File: config.mk
export PLATFORM = sky130hd
export DESIGN_NAME = bp_me_cache_dma_mux
export DESIGN_NICKNAME = d
export VERILOG_FILES = /design/src/rtl/bp_me_cache_dma_mux.sv
export SDC_FILE = /design/constraint.sdc
export NUM_CORES = 1
export LEC_CHECK = 0
export BUFFER_PORTS_ARGS = -buffer_cell sky130_fd_sc_hd__buf_4
export CORE_AREA = 8 8 173 175
export CTS_BUF_LIST = sky130_fd_sc_hd__clkbuf_16
export CTS_CLUSTER_DIAMETER = 60
export DETAILED_ROUTE_END_ITERATION = 10
export DIE_AREA = 0 0 181 183
export GPL_ROUTABILITY_DRIVEN = 0
export PLACE_DENSITY = 0.4
export SYNTH_ARGS = -nofsm -noshare
export SYNTH_HDL_FRONTEND = slang
export SYNTH_SLANG_ARGS = --single-unit
File: constraint.sdc
create_clock -name clk_i -period 3.5 [get_ports clk_i]
set_input_delay 1.05 -clock clk_i [delete_from_list [all_inputs] [get_ports clk_i]]
set_output_delay 1.05 -clock clk_i [all_outputs]
set_load 0.02 [all_outputs]
File: src/rtl/bp_me_cache_dma_mux.sv
// Multiplexes N bsg_cache DMA channels onto one DRAM command/response stream pair.
// Optional feature macro: BP_ME_DMA_MUX_UNSOLICITED_ERR_EN (adds sticky err_o for unsolicited read beats).
module bp_me_cache_dma_mux #(
  parameter int num_dma_p        = 2,
  parameter int paddr_width_p    = 40,
  parameter int dma_data_width_p = 64,
  parameter int block_width_p    = 512,
  parameter int rd_fifo_els_p    = 4
) (
  input  logic                                        clk_i,
  input  logic                                        reset_i,
  input  logic [num_dma_p*(1+paddr_width_p)-1:0]      dma_pkt_i,
  input  logic [num_dma_p-1:0]                        dma_pkt_v_i,
  output logic [num_dma_p-1:0]                        dma_pkt_yumi_o,
  output logic [dma_data_width_p-1:0]                 dma_data_o,
  output logic [num_dma_p-1:0]                        dma_data_v_o,
  input  logic [num_dma_p-1:0]                        dma_data_ready_i,
  input  logic [num_dma_p*dma_data_width_p-1:0]       dma_data_i,
  input  logic [num_dma_p-1:0]                        dma_data_v_i,
  output logic [num_dma_p-1:0]                        dma_data_yumi_o,
  output logic                                        mem_cmd_wr_o,
  output logic [paddr_width_p-1:0]                    mem_cmd_addr_o,
  output logic                                        mem_cmd_header_v_o,
  input  logic                                        mem_cmd_header_yumi_i,
  output logic [dma_data_width_p-1:0]                 mem_cmd_data_o,
  output logic                                        mem_cmd_data_v_o,
  input  logic                                        mem_cmd_data_yumi_i,
  input  logic                                        mem_resp_header_v_i,
  output logic                                        mem_resp_header_ready_o,
  input  logic [dma_data_width_p-1:0]                 mem_resp_data_i,
  input  logic                                        mem_resp_data_v_i,
  output logic                                        mem_resp_data_ready_o
`ifdef BP_ME_DMA_MUX_UNSOLICITED_ERR_EN
  ,
  output logic                                        err_o
`endif
);

  localparam int beats_lp     = block_width_p / dma_data_width_p;
  localparam int cnt_w_lp     = (beats_lp > 1) ? $clog2(beats_lp) : 1;
  localparam int id_w_lp      = (num_dma_p > 1) ? $clog2(num_dma_p) : 1;
  localparam int ptr_w_lp     = (rd_fifo_els_p > 1) ? $clog2(rd_fifo_els_p) : 1;
  localparam int fcnt_w_lp    = $clog2(rd_fifo_els_p + 1);

  typedef enum logic {e_idle, e_wr} state_e;

  state_e                  state_q, state_d;
  logic [id_w_lp-1:0]      rr_q, rr_d;
  logic [id_w_lp-1:0]      wr_ch_q, wr_ch_d;
  logic [cnt_w_lp-1:0]     wr_cnt_q, wr_cnt_d;
  logic [cnt_w_lp-1:0]     rd_cnt_q, rd_cnt_d;

  logic [id_w_lp-1:0]      fifo_mem [rd_fifo_els_p];
  logic [ptr_w_lp-1:0]     wptr_q, wptr_d;
  logic [ptr_w_lp-1:0]     rptr_q, rptr_d;
  logic [fcnt_w_lp-1:0]    fcnt_q, fcnt_d;

  logic [num_dma_p-1:0]        pkt_wr;
  logic [paddr_width_p-1:0]    pkt_addr [num_dma_p];
  logic [dma_data_width_p-1:0] wdata    [num_dma_p];

  genvar gi;
  generate
    for (gi = 0; gi < num_dma_p; gi++) begin : g_unpack
      assign pkt_wr[gi]   = dma_pkt_i[gi*(1+paddr_width_p)+paddr_width_p];
      assign pkt_addr[gi] = dma_pkt_i[gi*(1+paddr_width_p) +: paddr_width_p];
      assign wdata[gi]    = dma_data_i[gi*dma_data_width_p +: dma_data_width_p];
    end
  endgenerate

  logic                 fifo_empty, fifo_full;
  logic [id_w_lp-1:0]   head_id;
  logic [num_dma_p-1:0] eligible;
  logic                 grant_v;
  logic [id_w_lp-1:0]   grant_id;
  int                   arb_idx;
  logic                 hdr_fire, wr_beat, wr_last, rd_beat, rd_last, push, pop;

  assign fifo_empty = (fcnt_q == '0);
  assign fifo_full  = (fcnt_q == fcnt_w_lp'(rd_fifo_els_p));
  assign head_id    = fifo_mem[rptr_q];

  // Full is registered, so a same-cycle pop never unmasks reads; writes bypass the mask.
  assign eligible = dma_pkt_v_i & (pkt_wr | {num_dma_p{~fifo_full}});

  always_comb begin
    grant_v  = 1'b0;
    grant_id = '0;
    arb_idx  = 0;
    for (int i = 0; i < num_dma_p; i++) begin
      arb_idx = int'(rr_q) + i;
      if (arb_idx >= num_dma_p) arb_idx = arb_idx - num_dma_p;
      if (!grant_v && eligible[arb_idx]) begin
        grant_v  = 1'b1;
        grant_id = id_w_lp'(arb_idx);
      end
    end
  end

  assign mem_cmd_wr_o   = pkt_wr[grant_id];
  assign mem_cmd_addr_o = pkt_addr[grant_id];
  assign mem_cmd_data_o = wdata[wr_ch_q];

  // FSM: state register
  always_ff @(posedge clk_i) begin
    if (reset_i) state_q <= e_idle;
    else         state_q <= state_d;
  end

  // FSM: next state
  always_comb begin
    state_d = state_q;
    case (state_q)
      e_idle:  if (hdr_fire && mem_cmd_wr_o) state_d = e_wr;
      e_wr:    if (wr_last) state_d = e_idle;
      default: state_d = e_idle;
    endcase
  end

  // FSM: outputs
  always_comb begin
    mem_cmd_header_v_o = 1'b0;
    mem_cmd_data_v_o   = 1'b0;
    dma_pkt_yumi_o     = '0;
    dma_data_yumi_o    = '0;
    if (!reset_i) begin
      if (state_q == e_idle) begin
        mem_cmd_header_v_o = grant_v;
        if (grant_v && mem_cmd_header_yumi_i) dma_pkt_yumi_o[grant_id] = 1'b1;
      end else begin
        mem_cmd_data_v_o = dma_data_v_i[wr_ch_q];
        if (dma_data_v_i[wr_ch_q] && mem_cmd_data_yumi_i) dma_data_yumi_o[wr_ch_q] = 1'b1;
      end
    end
  end

  assign hdr_fire = mem_cmd_header_v_o && mem_cmd_header_yumi_i;
  assign wr_beat  = mem_cmd_data_v_o && mem_cmd_data_yumi_i;
  assign wr_last  = wr_beat && (wr_cnt_q == cnt_w_lp'(beats_lp - 1));

  always_comb begin
    rr_d     = rr_q;
    wr_ch_d  = wr_ch_q;
    wr_cnt_d = wr_cnt_q;
    if (hdr_fire) begin
      if (int'(grant_id) == num_dma_p - 1) rr_d = '0;
      else                                 rr_d = grant_id + 1'b1;
      if (mem_cmd_wr_o) wr_ch_d = grant_id;
    end
    if (wr_last)      wr_cnt_d = '0;
    else if (wr_beat) wr_cnt_d = wr_cnt_q + 1'b1;
  end

  // Read return path; only registered FIFO state feeds back into the command side.
  assign dma_data_o              = mem_resp_data_i;
  assign mem_resp_header_ready_o = 1'b1;

  always_comb begin
    dma_data_v_o = '0;
    if (!reset_i && mem_resp_data_v_i && !fifo_empty) dma_data_v_o[head_id] = 1'b1;
  end

`ifdef BP_ME_DMA_MUX_UNSOLICITED_ERR_EN
  logic err_q, err_d;
  assign mem_resp_data_ready_o = !reset_i && (fifo_empty || dma_data_ready_i[head_id]);
  assign err_d = err_q || (mem_resp_data_v_i && fifo_empty);
  assign err_o = err_q;
  always_ff @(posedge clk_i) begin
    if (reset_i) err_q <= 1'b0;
    else         err_q <= err_d;
  end
`else
  assign mem_resp_data_ready_o = !reset_i && !fifo_empty && dma_data_ready_i[head_id];
`endif

  assign rd_beat = mem_resp_data_v_i && mem_resp_data_ready_o && !fifo_empty;
  assign rd_last = rd_beat && (rd_cnt_q == cnt_w_lp'(beats_lp - 1));
  assign push    = hdr_fire && !mem_cmd_wr_o;
  assign pop     = rd_last;

  always_comb begin
    rd_cnt_d = rd_cnt_q;
    wptr_d   = wptr_q;
    rptr_d   = rptr_q;
    fcnt_d   = fcnt_q;
    if (rd_last)      rd_cnt_d = '0;
    else if (rd_beat) rd_cnt_d = rd_cnt_q + 1'b1;
    if (push) wptr_d = (int'(wptr_q) == rd_fifo_els_p - 1) ? '0 : wptr_q + 1'b1;
    if (pop)  rptr_d = (int'(rptr_q) == rd_fifo_els_p - 1) ? '0 : rptr_q + 1'b1;
    case ({push, pop})
      2'b10:   fcnt_d = fcnt_q + 1'b1;
      2'b01:   fcnt_d = fcnt_q - 1'b1;
      default: fcnt_d = fcnt_q;
    endcase
  end

  always_ff @(posedge clk_i) begin
    if (push) fifo_mem[wptr_q] <= grant_id;
  end

  always_ff @(posedge clk_i) begin
    if (reset_i) begin
      rr_q     <= '0;
      wr_ch_q  <= '0;
      wr_cnt_q <= '0;
      rd_cnt_q <= '0;
      wptr_q   <= '0;
      rptr_q   <= '0;
      fcnt_q   <= '0;
    end else begin
      rr_q     <= rr_d;
      wr_ch_q  <= wr_ch_d;
      wr_cnt_q <= wr_cnt_d;
      rd_cnt_q <= rd_cnt_d;
      wptr_q   <= wptr_d;
      rptr_q   <= rptr_d;
      fcnt_q   <= fcnt_d;
    end
  end

  logic unused_resp_hdr;
  assign unused_resp_hdr = mem_resp_header_v_i;

endmodule

==> flow_summary.yaml <==
setup_path:
  worstPathMaxFanout: 5
  crit_family: "buffers and inverters"
  criticalPathCategory: "in -> out"
  critical_path.max_stage_delay_ps: 500
  worstSetupStartpointType: "primary input"
  path_common_cell: "buf_6"
  crit_path_end_kind: "output pin"
  worst-path-buf-inv: 4
  arrival_ps: 2580
  worstPathCellList: "buf_8 -> or4b_4 -> o211ai_4 -> buf_4 -> buf_6 -> mux2_4 -> buf_6"
  cp.required_ps: 2450
  crit_slowest_cell: "or4b_4"
place:
  place_area_mm2: 0.00575
  portBuffers: 334
  dpl.hpwl_mm: 14.1
  post-place-ws_ps: -216
  dp_cells: 938
clock_network:
  path_clk_slew_ps: 60
  clkSinkCount: 22
  numCtsBuffers: 3
  cts-hold-fix-buffers: 0
  cts-root-buf: "clkbuf_16"
  ctsLongestPathBuffers: 2
  cts_tree: "yes"
  h-tree-depth: 1
  clk-insertion-delay-late_ps: 260
global_routing:
  gr-usage-met2_pct: 14.2
  grtUsageTotal_pct: 8.44
  grt_overflow: 0
  grtUsageMet3_pct: 4.27
  met1_usage_pct: 9.53
  grt_pass1_vias: 3618
  grt_max_degree: 25
  grt-busiest-layer: "met2"
  grt_pass1_wl_mm: 22.1
  antenna_found_initial: 0
finish:
  finalInstanceArea_mm2: 0.00605
  syn_to_final_growth_pct: 88.6
  multi_input_area_mm2: 0.00211
  layout.filler_cells: 2957
  n_antenna_cell: 0
  layout_commonest_cell: "buf_4"
  finalCoreUtilization_pct: 22.1
  fin_nets: 896
  drive_gt1_share_pct: 79.9
  most-common-layout-cells: "310 x buf_4, 64 x mux2_2, 42 x buf_6, 41 x mux2_4, 17 x dfxtp_1"
  fin_cells: 944
  seq_area_um2: 482
timing:
  fin_ws_ps: -131
  worstMarginPinSlew_ps: 538
  hold_viol: 0
  min_period_ps: 3630
  hold-worst-slack_ps: 472
  period_share_pct: 104
  setup-tns-final_ps: -3610
  setup_viol: 40
  clock-skew-final_ps: 2.38
  slew_headroom_pct: 63.6
  rsz0062_at_grt: "true"
  clock.fmax_mhz: 275
  finalMaxSlewViolations: 0
yosys:
  yosys-mux-area-fraction_pct: 43.1
  yosysSeqAreaShare_pct: 15.0
  yosys_warnings: 0
  synth_top_family_by_area: "multiplexers"
  yosys.area_share.simple_pct: 11.0
  synth_area_mm2: 0.00321
  synth-compound-area-share_pct: 6.44
  synth-adder-area-share_pct: 4.53
  syn_inst: 317
  ys_ff_latch: 22
  yosysUniqueCellTypes: 49
  avgSynthCellArea_um2: 10.1
  synth_fp_nets: 614
  synth_xor_area_share_pct: 0.546
outcome:
  violations: "setup timing"
  status: "finished with violations"
drt:
  ant_nets: 0
  firstDrtPassIters: 4
  drc: 0
  post_drt_wl_per_cell_um: 16.5
  drt_iter0_markers: 56
  finalWirelength_mm: 15.6
  via_per_inst: 3.54
  vias: 3341
pwr:
  p_int_mw: 0.928
  p_switching_mw: 0.407
  power_frac_seq_pct: 20.3
  netSwitchingFraction_pct: 30.5
  peakVddDrop_v: 0.000169
  combPwrFrac_pct: 55.3
  p_total_mw: 1.33
  powerDensity_mw_per_mm2: 221
  power_frac_clock_pct: 24.5
  leakage_nw: 2.94
floorplanning:
  core_area_mm2: 0.0273
  start_util_pct: 11.7
  die_area_mm2: 0.0331
  die_height_um: 183
  ioPinCount: 465
  row_count: 61
  fp.dieW_um: 181
run:
  maxCapViolCount: 0
worst_hold_path:
  hp-class: "reg -> reg"
path summary, 6_finish.rpt:
path                 startpoint                end  slack [ps]  cells past startpoint
setup / recovery  dma_pkt_i[81]  mem_cmd_addr_o[2]        -130                      7
hold / removal      rd_cnt_q[0]        rd_cnt_q[0]         470                      1
setup reg to reg    fifo_mem[3]          fcnt_q[2]         790                     10
hold reg to reg     rd_cnt_q[0]        rd_cnt_q[0]         470                      1
logic make-up (layout without fill, tap and decap cells):
logic type	count (synthesis)	in the layout
muxes	109	109
buffers and inverters	89	370
and+or+nand+nor	55	55
AOI/OAI and AO/OA	28	28
DFF	22	22
adders and majority gates	11	11
xor gates and xnor gates	2	2
other	1	1
layout make-up:
cell class                 count  share of cell area (%)
timing repair buffer         356                    47.5
inverter                      10                   0.621
clock inverter                 1                   0.497
multi-input combinational    206                    35.0
clock buffer                   3                    1.24
sequential                    22                    7.97
tap                          346                    7.16
per-layer routing:
metal  part of all wire (%)  up-vias
li1                       -     1615
met1                     39     1468
met2                     48      236
met3                     12       22
met4                    1.4        0
met5                      0        -
flip-flops by register name, indices dropped and copies added, names as in the netlist, named ones only:
signal    cells
wptr_q        2
wr_ch_q       1
fifo_mem      4
rptr_q        2
rr_q          1
wr_cnt_q      3
state_q       1
rd_cnt_q      3
fcnt_q        3
power by group through the flow:
stage                     clock [mW]  combinational [mW]  sequential [mW]
after CTS                      0.339               0.747            0.271
after detailed placement           0               0.708            0.276
after floorplan                    0               0.434            0.272
after global routing           0.353               0.784            0.271
after global placement             0               0.707            0.276
final                          0.327               0.738            0.271
repair_timing:
action | CTS | global route
endpoints found under the setup margin | 42 | 40
gates resized for setup | 43 | 5
buffers inserted | 2 | 1
Yosys cell counts (all sizes together):
master / count / share of area, %
a211o: 1 / 0.27
a211oi: 1 / 0.23
a21o: 1 / 0.23
a21oi: 13 / 2.0
a2bb2oi: 2 / 0.55
a31o: 1 / 0.27
a32o: 1 / 0.31
a41o: 2 / 0.62
and2: 7 / 1.4
buf: 75 / 18
clkbuf: 4 / 0.47
conb: 1 / 0.12
dfxtp: 18 / 11
edfxtp: 4 / 3.7
fa: 1 / 0.62
ha: 10 / 3.9
inv: 10 / 1.2
mux2: 105 / 41
mux2i: 3 / 0.94
mux4: 1 / 0.70
nand2: 6 / 0.70
nand2b: 9 / 1.8
nand3: 1 / 0.16
nand3b: 2 / 0.47
nor2: 9 / 1.1
nor2b: 6 / 1.4
nor3: 3 / 0.62
nor3b: 3 / 0.86
nor4b: 2 / 0.55
nor4bb: 1 / 0.31
o211ai: 1 / 0.66
o21ai: 3 / 0.47
o2bb2ai: 1 / 0.27
o41ai: 1 / 0.51
or3: 1 / 0.20
or3b: 2 / 0.55
or4: 1 / 0.23
or4b: 2 / 0.74
xor2: 2 / 0.55
Note: power is estimated with default switching activity, not from simulation.
